## config.mk

```make
export PLATFORM = sky130hd
export DESIGN_NAME = spi_xfer_ctrl
export DESIGN_NICKNAME = d
export VERILOG_FILES = /design/src/rtl/spi_pkg.sv /design/src/rtl/spi_byte_fifo.sv /design/src/rtl/spi_xfer_ctrl.sv
export SDC_FILE = /design/constraint.sdc
export NUM_CORES = 1
export LEC_CHECK = 0
export ABC_AREA = 1
export BUFFER_PORTS_ARGS = -buffer_cell sky130_fd_sc_hd__buf_2
export CORE_MARGIN = 1
export CORE_UTILIZATION = 30
export CTS_CLUSTER_DIAMETER = 200
export DETAILED_ROUTE_END_ITERATION = 12
export REMOVE_ABC_BUFFERS = 1
export SYNTH_ARGS = -nofsm -noshare
export SYNTH_HDL_FRONTEND = slang
export SYNTH_SLANG_ARGS = --single-unit
```

## constraint.sdc

```tcl
create_clock -name clk -period 4 [get_ports clk]
set_input_delay 0.4 -clock clk [delete_from_list [all_inputs] [get_ports clk]]
set_output_delay 0.4 -clock clk [all_outputs]
set_load 0.05 [all_outputs]
```

## src/rtl/spi_pkg.sv

```systemverilog
// rtl/spi_pkg.sv - shared state encoding, defaults and helpers for the SPI transfer controller
package spi_pkg;

    typedef enum logic [1:0] {
        ST_IDLE  = 2'd0,
        ST_ISSUE = 2'd1,
        ST_WAIT  = 2'd2,
        ST_STORE = 2'd3
    } spi_state_t;

    localparam int DEFAULT_DEPTH   = 8;
    localparam int DEFAULT_TIMEOUT = 1024;

    function automatic int clog2(input int value);
        int result;
        result = 0;
        for (int i = 0; i < 31; i++) begin
            if ((1 << i) < value) result = i + 1;
        end
        return result;
    endfunction

endpackage

```

## src/rtl/spi_byte_fifo.sv

```systemverilog
// rtl/spi_byte_fifo.sv - byte FIFO with zero-latency head and occupancy level
module spi_byte_fifo
    import spi_pkg::*;
#(
    parameter int DEPTH = DEFAULT_DEPTH
) (
    input  logic                  clk,
    input  logic                  rst,
    input  logic                  push,
    input  logic [7:0]            push_data,
    input  logic                  pop,
    output logic [7:0]            head_data,
    output logic                  full,
    output logic                  empty,
    output logic [clog2(DEPTH):0] level
);
    localparam int AW = clog2(DEPTH);
    localparam logic [AW:0] FULL_LVL = DEPTH[AW:0];
    localparam logic [AW:0] ONE      = {{AW{1'b0}}, 1'b1};

    logic [7:0]  mem [DEPTH];
    logic [AW:0] wr_cnt;
    logic [AW:0] rd_cnt;
    logic        do_push;
    logic        do_pop;

    // Counters carry one extra bit so full and empty stay distinguishable after wrap.
    assign level     = wr_cnt - rd_cnt;
    assign full      = (level == FULL_LVL);
    assign empty     = (level == '0);
    assign do_push   = push && !full;
    assign do_pop    = pop && !empty;
    assign head_data = empty ? 8'h00 : mem[rd_cnt[AW-1:0]];

    always_ff @(posedge clk) begin
        if (do_push) mem[wr_cnt[AW-1:0]] <= push_data;
    end

    always_ff @(posedge clk or negedge rst) begin
        if (!rst) begin
            wr_cnt <= '0;
            rd_cnt <= '0;
        end else begin
            if (do_push) wr_cnt <= wr_cnt + ONE;
            if (do_pop)  rd_cnt <= rd_cnt + ONE;
        end
    end

endmodule

```

## src/rtl/spi_xfer_ctrl.sv

```systemverilog
// rtl/spi_xfer_ctrl.sv - queues bytes to an SPI master one transfer at a time with a watchdog
module spi_xfer_ctrl
    import spi_pkg::*;
#(
    parameter int DEPTH   = DEFAULT_DEPTH,
    parameter int TIMEOUT = DEFAULT_TIMEOUT
) (
    input  logic                  clk,
    input  logic                  rst,
    input  logic [7:0]            tx_data,
    input  logic                  tx_valid,
    output logic                  tx_ready,
    output logic [7:0]            rx_data,
    output logic                  rx_valid,
    input  logic                  rx_ready,
    input  logic                  cfg_cpol,
    input  logic                  cfg_cpha,
    output logic [7:0]            m_datain,
    output logic                  m_start,
    output logic                  m_cpol,
    output logic                  m_cpha,
    input  logic                  m_finish,
    input  logic [7:0]            m_dataout,
    output logic                  busy,
    output logic                  timeout_err,
    output logic [clog2(DEPTH):0] tx_level,
    output logic [clog2(DEPTH):0] rx_level
);
    localparam int WW = clog2(TIMEOUT + 1);
    localparam logic [WW-1:0] WDOG_ONE = {{(WW-1){1'b0}}, 1'b1};

    spi_state_t    state;
    spi_state_t    state_nxt;
    logic          tx_full;
    logic          tx_empty;
    logic          rx_full;
    logic          rx_empty;
    logic          tx_pop;
    logic          rx_push;
    logic [7:0]    tx_head;
    logic [7:0]    rx_byte;
    logic [WW-1:0] wdog;
    logic          wdog_expired;

    spi_byte_fifo #(.DEPTH(DEPTH)) u_tx_fifo (
        .clk       (clk),
        .rst       (rst),
        .push      (tx_valid),
        .push_data (tx_data),
        .pop       (tx_pop),
        .head_data (tx_head),
        .full      (tx_full),
        .empty     (tx_empty),
        .level     (tx_level)
    );

    spi_byte_fifo #(.DEPTH(DEPTH)) u_rx_fifo (
        .clk       (clk),
        .rst       (rst),
        .push      (rx_push),
        .push_data (rx_byte),
        .pop       (rx_ready),
        .head_data (rx_data),
        .full      (rx_full),
        .empty     (rx_empty),
        .level     (rx_level)
    );

    assign tx_ready     = !tx_full;
    assign rx_valid     = !rx_empty;
    assign busy         = (state != ST_IDLE);
    // Expires on the last allowed WAIT cycle; a finish in that same cycle still wins.
    assign wdog_expired = (state == ST_WAIT) && (int'(wdog) == TIMEOUT - 1);

    always_comb begin
        state_nxt = state;
        tx_pop    = 1'b0;
        rx_push   = 1'b0;
        m_start   = 1'b0;
        case (state)
            ST_IDLE: begin
                if (!tx_empty && !rx_full) begin
                    state_nxt = ST_ISSUE;
                    tx_pop    = 1'b1;
                end
            end
            ST_ISSUE: begin
                m_start   = 1'b1;
                state_nxt = ST_WAIT;
            end
            ST_WAIT: begin
                if (m_finish)          state_nxt = ST_STORE;
                else if (wdog_expired) state_nxt = ST_IDLE;
            end
            ST_STORE: begin
                rx_push   = 1'b1;
                state_nxt = ST_IDLE;
            end
            default: state_nxt = ST_IDLE;
        endcase
    end

    always_ff @(posedge clk or negedge rst) begin
        if (!rst) begin
            state       <= ST_IDLE;
            m_datain    <= 8'h00;
            m_cpol      <= 1'b0;
            m_cpha      <= 1'b0;
            rx_byte     <= 8'h00;
            wdog        <= '0;
            timeout_err <= 1'b0;
        end else begin
            state <= state_nxt;
            if (tx_pop) begin
                m_datain <= tx_head;
                m_cpol   <= cfg_cpol;
                m_cpha   <= cfg_cpha;
            end
            if (state == ST_WAIT && m_finish) rx_byte <= m_dataout;
            wdog <= (state == ST_WAIT) ? wdog + WDOG_ONE : '0;
            if (wdog_expired && !m_finish) timeout_err <= 1'b1;
        end
    end

endmodule
```

# After elaboration in Yosys (flattened, before gate mapping)
# Memory sizes are Yosys's and may differ from the RTL's. A register that Yosys moved wholly into a read port is not among the register bits.
# Cells that the tools add are included.
# Widths: inputs -> output; s select.
# totals
register_bits	40
ram_bits	128
output_inout_bits	31
word_cells	60
mem_count	2
# classes
addsub	7
n_eq_ne	8
n_mux	14
n_reduce_logical	19
# mem_list
name	words	width	rd	rd_clocked_by_memory_dff	write_ports	line	rtl
u_rx_fifo.mem	8	8	1	0	1	spi_byte_fifo.sv:21	logic [7:0] mem [DEPTH];
u_tx_fifo.mem	8	8	1	1	1	spi_byte_fifo.sv:21	
# op_table
operator	count
$add 4x1->4 const B	4
$add 11x1->11 const B	1
$eq 11x11->1 const B	1
$mux 11	1
$eq 4x4->1 const B	2
$logic_and 1x1->1	8
$logic_not 4->1	2
$mux 1	8
$mux 8	1
$pmux 2 s4	1
$sub 4x4->4	2
$logic_not 1->1	6
$mux 2	3
$eq 2x2->1 const B	2
$ne 3x3->1 const B	1
$eq 2x1->1 const B	1
$logic_not 2->1	1
$ne 2x2->1 const B	1
$reduce_and 2->1	1
$reduce_bool 2->1	1

# Logic depth before layout (Yosys ltp)
# Gate-level depths: netlist of run 1.
# depth
depth_word	7
ltp_mapped	13

# Hierarchy
# Synthesis of run 1 repeated with hierarchy kept, for this count alone.
# unflattened
hier_cells	774
hier_area_um2	7793.7
# by_module_without_submodules
mod	instances	cells_each	area_per_inst_um2	seq_area_each_um2
spi_byte_fifo	2	298	3178.0	2122.0
spi_xfer_ctrl	1	178	1437.6	800.8

# Worst setup path after synthesis of run 1
# Ideal clock, no wire load.
# synth_path
path_kind	reg-to-output
start	register u_rx_fifo.rd_cnt[1]
end	output rx_data[0]
arrival_ns	3.652
t_required_ns	3.600
setup_slack_ns	-0.052
stages_incl_launch_ff	10
n_path_buf	2
path_cell_list	dfrtp_1 > buf_2 > inv_1 > buf_2 > fa_1 > or2_0 > nor2_2 > nand3_1 > inv_1 > nor3_1
# synth_between
elab_chain_len	3
elab_cells_between_ends	4
classes_between	1 x add/sub; 1 x mux; 1 x reduce/logical; 1 x memory
# synth_lines
item	line	rtl
start, declared	spi_byte_fifo.sv:23	logic [AW:0] rd_cnt;
start signal, assigned	spi_byte_fifo.sv:45	if (do_pop) rd_cnt <= rd_cnt + ONE;
$sub 4x4->4	spi_byte_fifo.sv:28	assign level = wr_cnt - rd_cnt;
named net rx_level[1]	spi_xfer_ctrl.sv:27	output logic [clog2(DEPTH):0] rx_level
$logic_not 4->1	spi_byte_fifo.sv:30	assign empty = (level == '0);
$mux 8	spi_byte_fifo.sv:33	assign head_data = empty ? 8'h00 : mem[rd_cnt[AW-1:0]];
end, declared	spi_xfer_ctrl.sv:13	output logic [7:0] rx_data,
# The timed path passes the listed nets, and every way through them passes these cells.

# Worst setup path after layout of run 1
# layout_path
start	register u_rx_fifo.rd_cnt[1]
end	output rx_data[2]
# layout_between
elab_chain_len	3
elab_cells_between_ends	4
classes_between	1 x add/sub; 1 x mux; 1 x reduce/logical; 1 x memory
# layout_lines
item	line
$sub 4x4->4	spi_byte_fifo.sv:28
$logic_not 4->1	spi_byte_fifo.sv:30
$mux 8 *	spi_byte_fifo.sv:33
# Every way passes the cells marked *; elsewhere a longest branch is shown, timed or not.

==> results of run 1 <==
==> cell usage after synthesis (all sizes together) <==
master,number,share of area (%)
nand4,18,1.5
inv,47,2.3
nand3,42,3.3
clkbuf,6,0.29
ha,11,1.8
a31oi,1,0.080
a21oi,22,1.5
xnor2,3,0.34
dfrtp,48,15
xor2,8,0.99
nor2,66,3.3
buf,24,2.0
mux2,8,1.2
nand3b,1,0.096
o21ai,22,1.4
a211oi,1,0.096
clkinv,3,0.14
nand2,279,14
nor3,11,0.71
o21bai,1,0.096
or2,2,0.16
fa,2,0.51
edfxtp,128,49
==> per-stage QoR <==
step	std cells	setup TNS, ps	total power [W]
finish	1151	0	0.00800
global route	1151	0	0.00854
CTS	1151	0	0.00808
detailed placement	1119	0	0.00641
global placement	1119	0	0.00637
floorplan	724	-3040	0.00539
==> registers in the layout, summed over array words and instances, names as in the netlist <==
name,cells
m_cpha,1
m_cpol,1
m_datain,8
rx_byte,8
state,2
timeout_err,1
u_rx_fifo.mem,64
u_rx_fifo.rd_cnt,4
u_rx_fifo.wr_cnt,4
u_tx_fifo.mem,64
u_tx_fifo.rd_cnt,4
u_tx_fifo.wr_cnt,4
wdog,11
==> worst paths after layout <==
path / from / to / slack, ps / cells past startpoint
hold reg to reg: wdog[0] / wdog[0] / 470 / 1
min in group clk: m_dataout[0] / rx_byte[0] / 200 / 2
setup / recovery: u_rx_fifo.rd_cnt[1] / rx_data[2] / 670 / 8
setup reg to reg: u_tx_fifo.rd_cnt[2] / u_tx_fifo.mem[1][2] / 970 / 11
max in group asynchronous: rst / m_datain[7] / 3440 / 2
hold / removal: rst / wdog[9] / 100 / 2
==> placed cells by master, fill, tap and decap left out, types with 8 or more instances in the layout <==
master and n:
a21oi_1 21, ha_1 11, nand2_1 274, nand4_1 17, nor3_1 11, o21ai_0 20
inv_1 43, clkbuf_16 17, nor2_1 63, buf_4 12, nand3_1 38, mux2_2 8
dfrtp_1 48, buf_2 53, edfxtp_1 128
==> layer usage <==
metal	wire (microns)	vias to the layer above	global-route usage, %
met1	7870	2391	18.0
met5	0	-	0
li1	-	2612	-
met4	249	0	4.59
met3	717	21	2.62
met2	7810	121	20.9
==> report_power, final <==
group	switching [W]	internal, W
combinational	0.00266	0.000930
sequential	0.000337	0.00241
clock	0.000761	0.000896
==> kinds of logic after synthesis <==
| group | after synthesis |
|---|---|
| adders and majority gates | 13 |
| muxes | 8 |
| xor gates and xnor gates | 11 |
| AOI/OAI and AO/OA | 47 |
| DFF | 176 |
| and+or+nand+nor | 419 |
| buffers and inverters | 80 |
==> cell type report <==
class,count,area [sq um]
Clock buffer,18,439
Multi-Input combinational cell,498,2390
Timing Repair Buffer,65,355
Inverter,50,188
Sequential cell,176,5040
Clock inverter,14,144
Tap cell,330,413
Fill cell,2511,16400
==> metrics.cfg, run 1 <==
[status]
status = complete, no violations

[cts]
cts_buffers = 17
cts_setup_buffers = 0
ctsHoldBuffers = 0
cts_htree_levels = 4
cts_sinks = 176
cts_root_buf = clkbuf_16
cts_resized = 0
clk_pin_slew_ps = 70
clk-insertion-delay-late_ps = 430
clock_path_buffers = 2
cts_tree = built

[timing]
skew_ps = 11.6
hold_viol_final = 0
layout_min_cycle_time_ps = 3330
worst_slack_ps = 670
relSlewSlack_pct = 29.9
drv_slew = 0
min_period_over_period_pct = 83.2
setup_viol = 0
max_freq_mhz = 300
tightestPinTransition_ps = 1050
fin_hold_ws_ps = 104
rsz0062_at_grt = false

[critical_path]
critPathLaunchType = flop
arrival_ps = 2930
path_cells = inv_1 > fa_1 > or2_0 > nor2_2 > nand3_1 > inv_1 > nor3_1 > buf_2
crit_top_cell = inv_1
cp_max_fo = 18
critPathBufInv = 3
cp.required_ps = 3600
cp_top_family = buffers and inverters
path_class = reg2out
endpoint_kind = output pin
cp_slowest_stage_delay_ps = 510
crit_slowest_cell = fa_1

[global_routing]
grt.overflow.total = 0
grt_pass1_vias = 4968
grt_pass1_wl_microns = 26800
antenna_found_initial = 0
grt_usage_pct = 13.2
grt_max_degree = 49

[synthesis]
yosysSeqAreaShare_pct = 64.6
ys_ff_latch = 176
synthAdderAreaFrac_pct = 2.28
syn-cell-area_sq_um = 7800
syn_area_per_cell_sq_um = 10.3
synth-xor-area-share_pct = 1.33
synth_simple_gate_area_share_pct = 22.7
synth.distinct_cells = 37
synth_top_family_by_area = simple AND/OR/NAND/NOR gates
yosysWarnings = 0
postSynthCellCount = 754
synth_compound_area_share_pct = 3.14
synth_mux_area_share_pct = 1.15

[drt]
drc = 0
initialDrtViolationCount = 448
drt-pass1-iter-count = 5
vias_per_cell = 4.47
wl_per_cell_microns = 14.5
vias = 5145
ant_nets = 0
wirelength_microns = 16600

[placement]
place_ws_ps = 928
placed_cell_area_sq_um = 8390
portBuffers = 53
gp_congestion = 0.770
dp_hpwl_microns = 11100

[floorplanning]
die_x_microns = 163
rows = 58
core_sq_um = 25300
initial_utilization_pct = 30.8
die-area_sq_um = 26700
fp.dieH_microns = 163
io_pins = 54

[worst_hold_path]
hp-class = in2async

[power_and_ir_drop]
leakagePower_nw = 3.77
vdd_ir_drop_max_uv = 712
cellPowerDensity_nw_per_um2 = 891

[job]
maxCapViolations = 0

[cells_and_area]
fin_util_pct = 35.4
n_antenna_cell = 0
finalNetCount = 844
drive_gt1_share_pct = 15.1
fin_area_sq_um = 8970
area_growth_pct = 15.0

Power figures use the tool's default switching activity.
==> run 2: changes to the inputs <==
==> constraint.sdc (replaced) <==
create_clock -name clk -period 3.15 [get_ports clk]
set_input_delay 0.315 -clock clk [delete_from_list [all_inputs] [get_ports clk]]
set_output_delay 0.315 -clock clk [all_outputs]
set_load 0.05 [all_outputs]
==> metrics.cfg, run 2 (synthesized netlist as in run 1, its figures left out) <==
[placement]
gp_congestion = 0.749
place_ws_ps = 389
portBuffers = 53
dp_hpwl_microns = 11000

[timing]
rsz0062_at_grt = false
drv_slew = 0
layout_min_cycle_time_ps = 2940
hold_viol_final = 0
finalSetupTns_ps = 0
max_freq_mhz = 340
min_period_over_period_pct = 93.3
relSlewSlack_pct = 32.2
setup_viol = 0
skew_ps = 15.6
worst_slack_ps = 212
tightestPinTransition_ps = 1020

[cells_and_area]
drive_gt1_share_pct = 17.0
final_common_cell = nand2_1
layout_common_cells = 274 x nand2_1, 128 x edfxtp_1, 63 x nor2_1, 53 x buf_2, 47 x dfrtp_1
area_growth_pct = 17.1
n_antenna_cell = 0
finalNetCount = 862

[power_and_ir_drop]
cellPowerDensity_nw_per_um2 = 1130
vdd_ir_drop_max_uv = 956
p_int_w = 0.00552
switching_share_pct = 46.4
leakagePower_nw = 3.87
p_total_w = 0.0103
seq_power_share_pct = 33.7
p_comb_share_pct = 45.4
power.share.clock_pct = 21.0
power_switching_w = 0.00477

[global_routing]
grt_pass1_wl_microns = 27100
grt_pass1_vias = 5047
grt_usage_pct = 13.5
antenna_found_initial = 0
grt_max_degree = 37
grt.overflow.total = 0

[cts]
clk-insertion-delay-late_ps = 440
clock_path_buffers = 2
cts_setup_buffers = 0
clk_pin_slew_ps = 70
cts_buffers = 17
cts_root_buf = clkbuf_16
cts_htree_levels = 4
cts_sinks = 176
cts_tree = built

[floorplanning]
fp.dieH_microns = 163
io_pins = 54
core_sq_um = 25300
die-area_sq_um = 26700
rows = 58
initial_utilization_pct = 30.8
die_x_microns = 163

[critical_path]
path_cells = inv_1 > ha_1 > inv_1 > fa_1 > or2_0 > nor2_2 > nand3_2 > inv_4 > nor3_1 > buf_2
crit_top_cell = inv_1
cp_slowest_stage_delay_ps = 450
cp_top_family = simple AND/OR/NAND/NOR gates
crit_slowest_cell = dfrtp_2
arrival_ps = 2620
r2r_setup_slack_ps = 480
cp_max_fo = 8
critPathBufInv = 4
cp.required_ps = 2830
r2r_start = u_rx_fifo.wr_cnt[0]
endpoint_kind = output pin
worstSetupPathDepth = 10
rr_endpoint = u_rx_fifo.mem[5][6]
critPathLaunchType = flop
path_class = reg2out
r2r_cells = 9

[drt]
initialDrtViolationCount = 425
drc = 0
drt-pass1-iter-count = 5
ant_nets = 0
wirelength_microns = 16700
vias = 5146
vias_per_cell = 4.40
wl_per_cell_microns = 14.3

[worst_hold_path]
hp-class = in2reg
whs_path_depth = 2
worstHoldEndpoint = rx_byte[0]
hp-start = m_dataout[0]

[job]
maxCapViolations = 0

[status]
status = complete, no violations

==> run 2: cell count changes in the layout (fill, tap and decap cells not counted), sizes merged <==
cell	before	now
dlygate4sd3	0	1
buf	65	82
bufinv	1	2
clkinvlp	3	2
==> run 2: area by class of cell <==
| type | instances | area (sq um) |
|---|---|---|
| repair buffers | 83 | 493 |
| inverters | 50 | 190 |
| well taps | 330 | 413 |
| multi-input cells | 498 | 2400 |
| clock buffers | 18 | 429 |
| flip-flops and latches | 176 | 5050 |
| clock inverters | 14 | 171 |
| fillers | 2502 | 16200 |
==> run 2: what timing repair did <==
action,in CTS,in global routing
hold buffers,1,0
pin swaps,0,1
endpoints found under the setup margin,8,8
gates resized for setup,1,3
hold endpoints to repair,26,0
==> run 2: through the flow <==
stage | hold slack (ps) | utilization (%) | std cells | cell area, sq um
after global placement | 439 | 33.6 | 1136 | 8520
final | 117 | 36.1 | 1169 | 9140
after global routing | 100 | 36.1 | 1169 | 9140
after CTS | 97.7 | 36.0 | 1169 | 9130
after floorplan | 19.4 | - | 724 | 7620
after detailed placement | 451 | 33.6 | 1136 | 8520
==> run 2: worst reg2reg max path, stage by stage (launching register included) <==
cell and delay, ps:
dfrtp_2 450, inv_1 120, ha_1 150, inv_1 50
fa_1 490, or2_0 130, nor2_2 60, nand3_4 90
nand3_4 110, nor2_1 640
==> run 2: power by group through the flow <==
stage / clock [W] / combinational (W) / sequential [W]
4_1_cts: 0.00221 / 0.00472 / 0.00346
6_report: 0.00216 / 0.00467 / 0.00346
3_3_place_gp: 0 / 0.00466 / 0.00350
5_1_grt: 0.00230 / 0.00519 / 0.00352
3_5_place_dp: 0 / 0.00470 / 0.00351
2_1_floorplan: 0 / 0.00313 / 0.00371
==> run 2: worst max path at each step <==
stage | start | end | slack, ps
3_5_place_dp | u_rx_fifo.wr_cnt[0] | rx_data[6] | 390
6_report | u_rx_fifo.wr_cnt[0] | rx_data[3] | 210
5_1_grt | u_rx_fifo.wr_cnt[0] | rx_data[3] | 20
4_1_cts | u_rx_fifo.wr_cnt[0] | rx_data[6] | 50
2_1_floorplan | u_rx_fifo.rd_cnt[0] | rx_data[0] | -1140
3_3_place_gp | u_rx_fifo.wr_cnt[0] | rx_data[5] | 450
==> run 2: per-layer routing <==
| metal | track usage, % | wire length, microns | vias up |
|---|---|---|---|
| met2 | 23.1 | 8380 | 77 |
| li1 | - | - | 2647 |
| met3 | 3.33 | 602 | 12 |
| met4 | 3.48 | 140 | 0 |
| met1 | 16.9 | 7580 | 2410 |
| met5 | 0 | 0 | - |
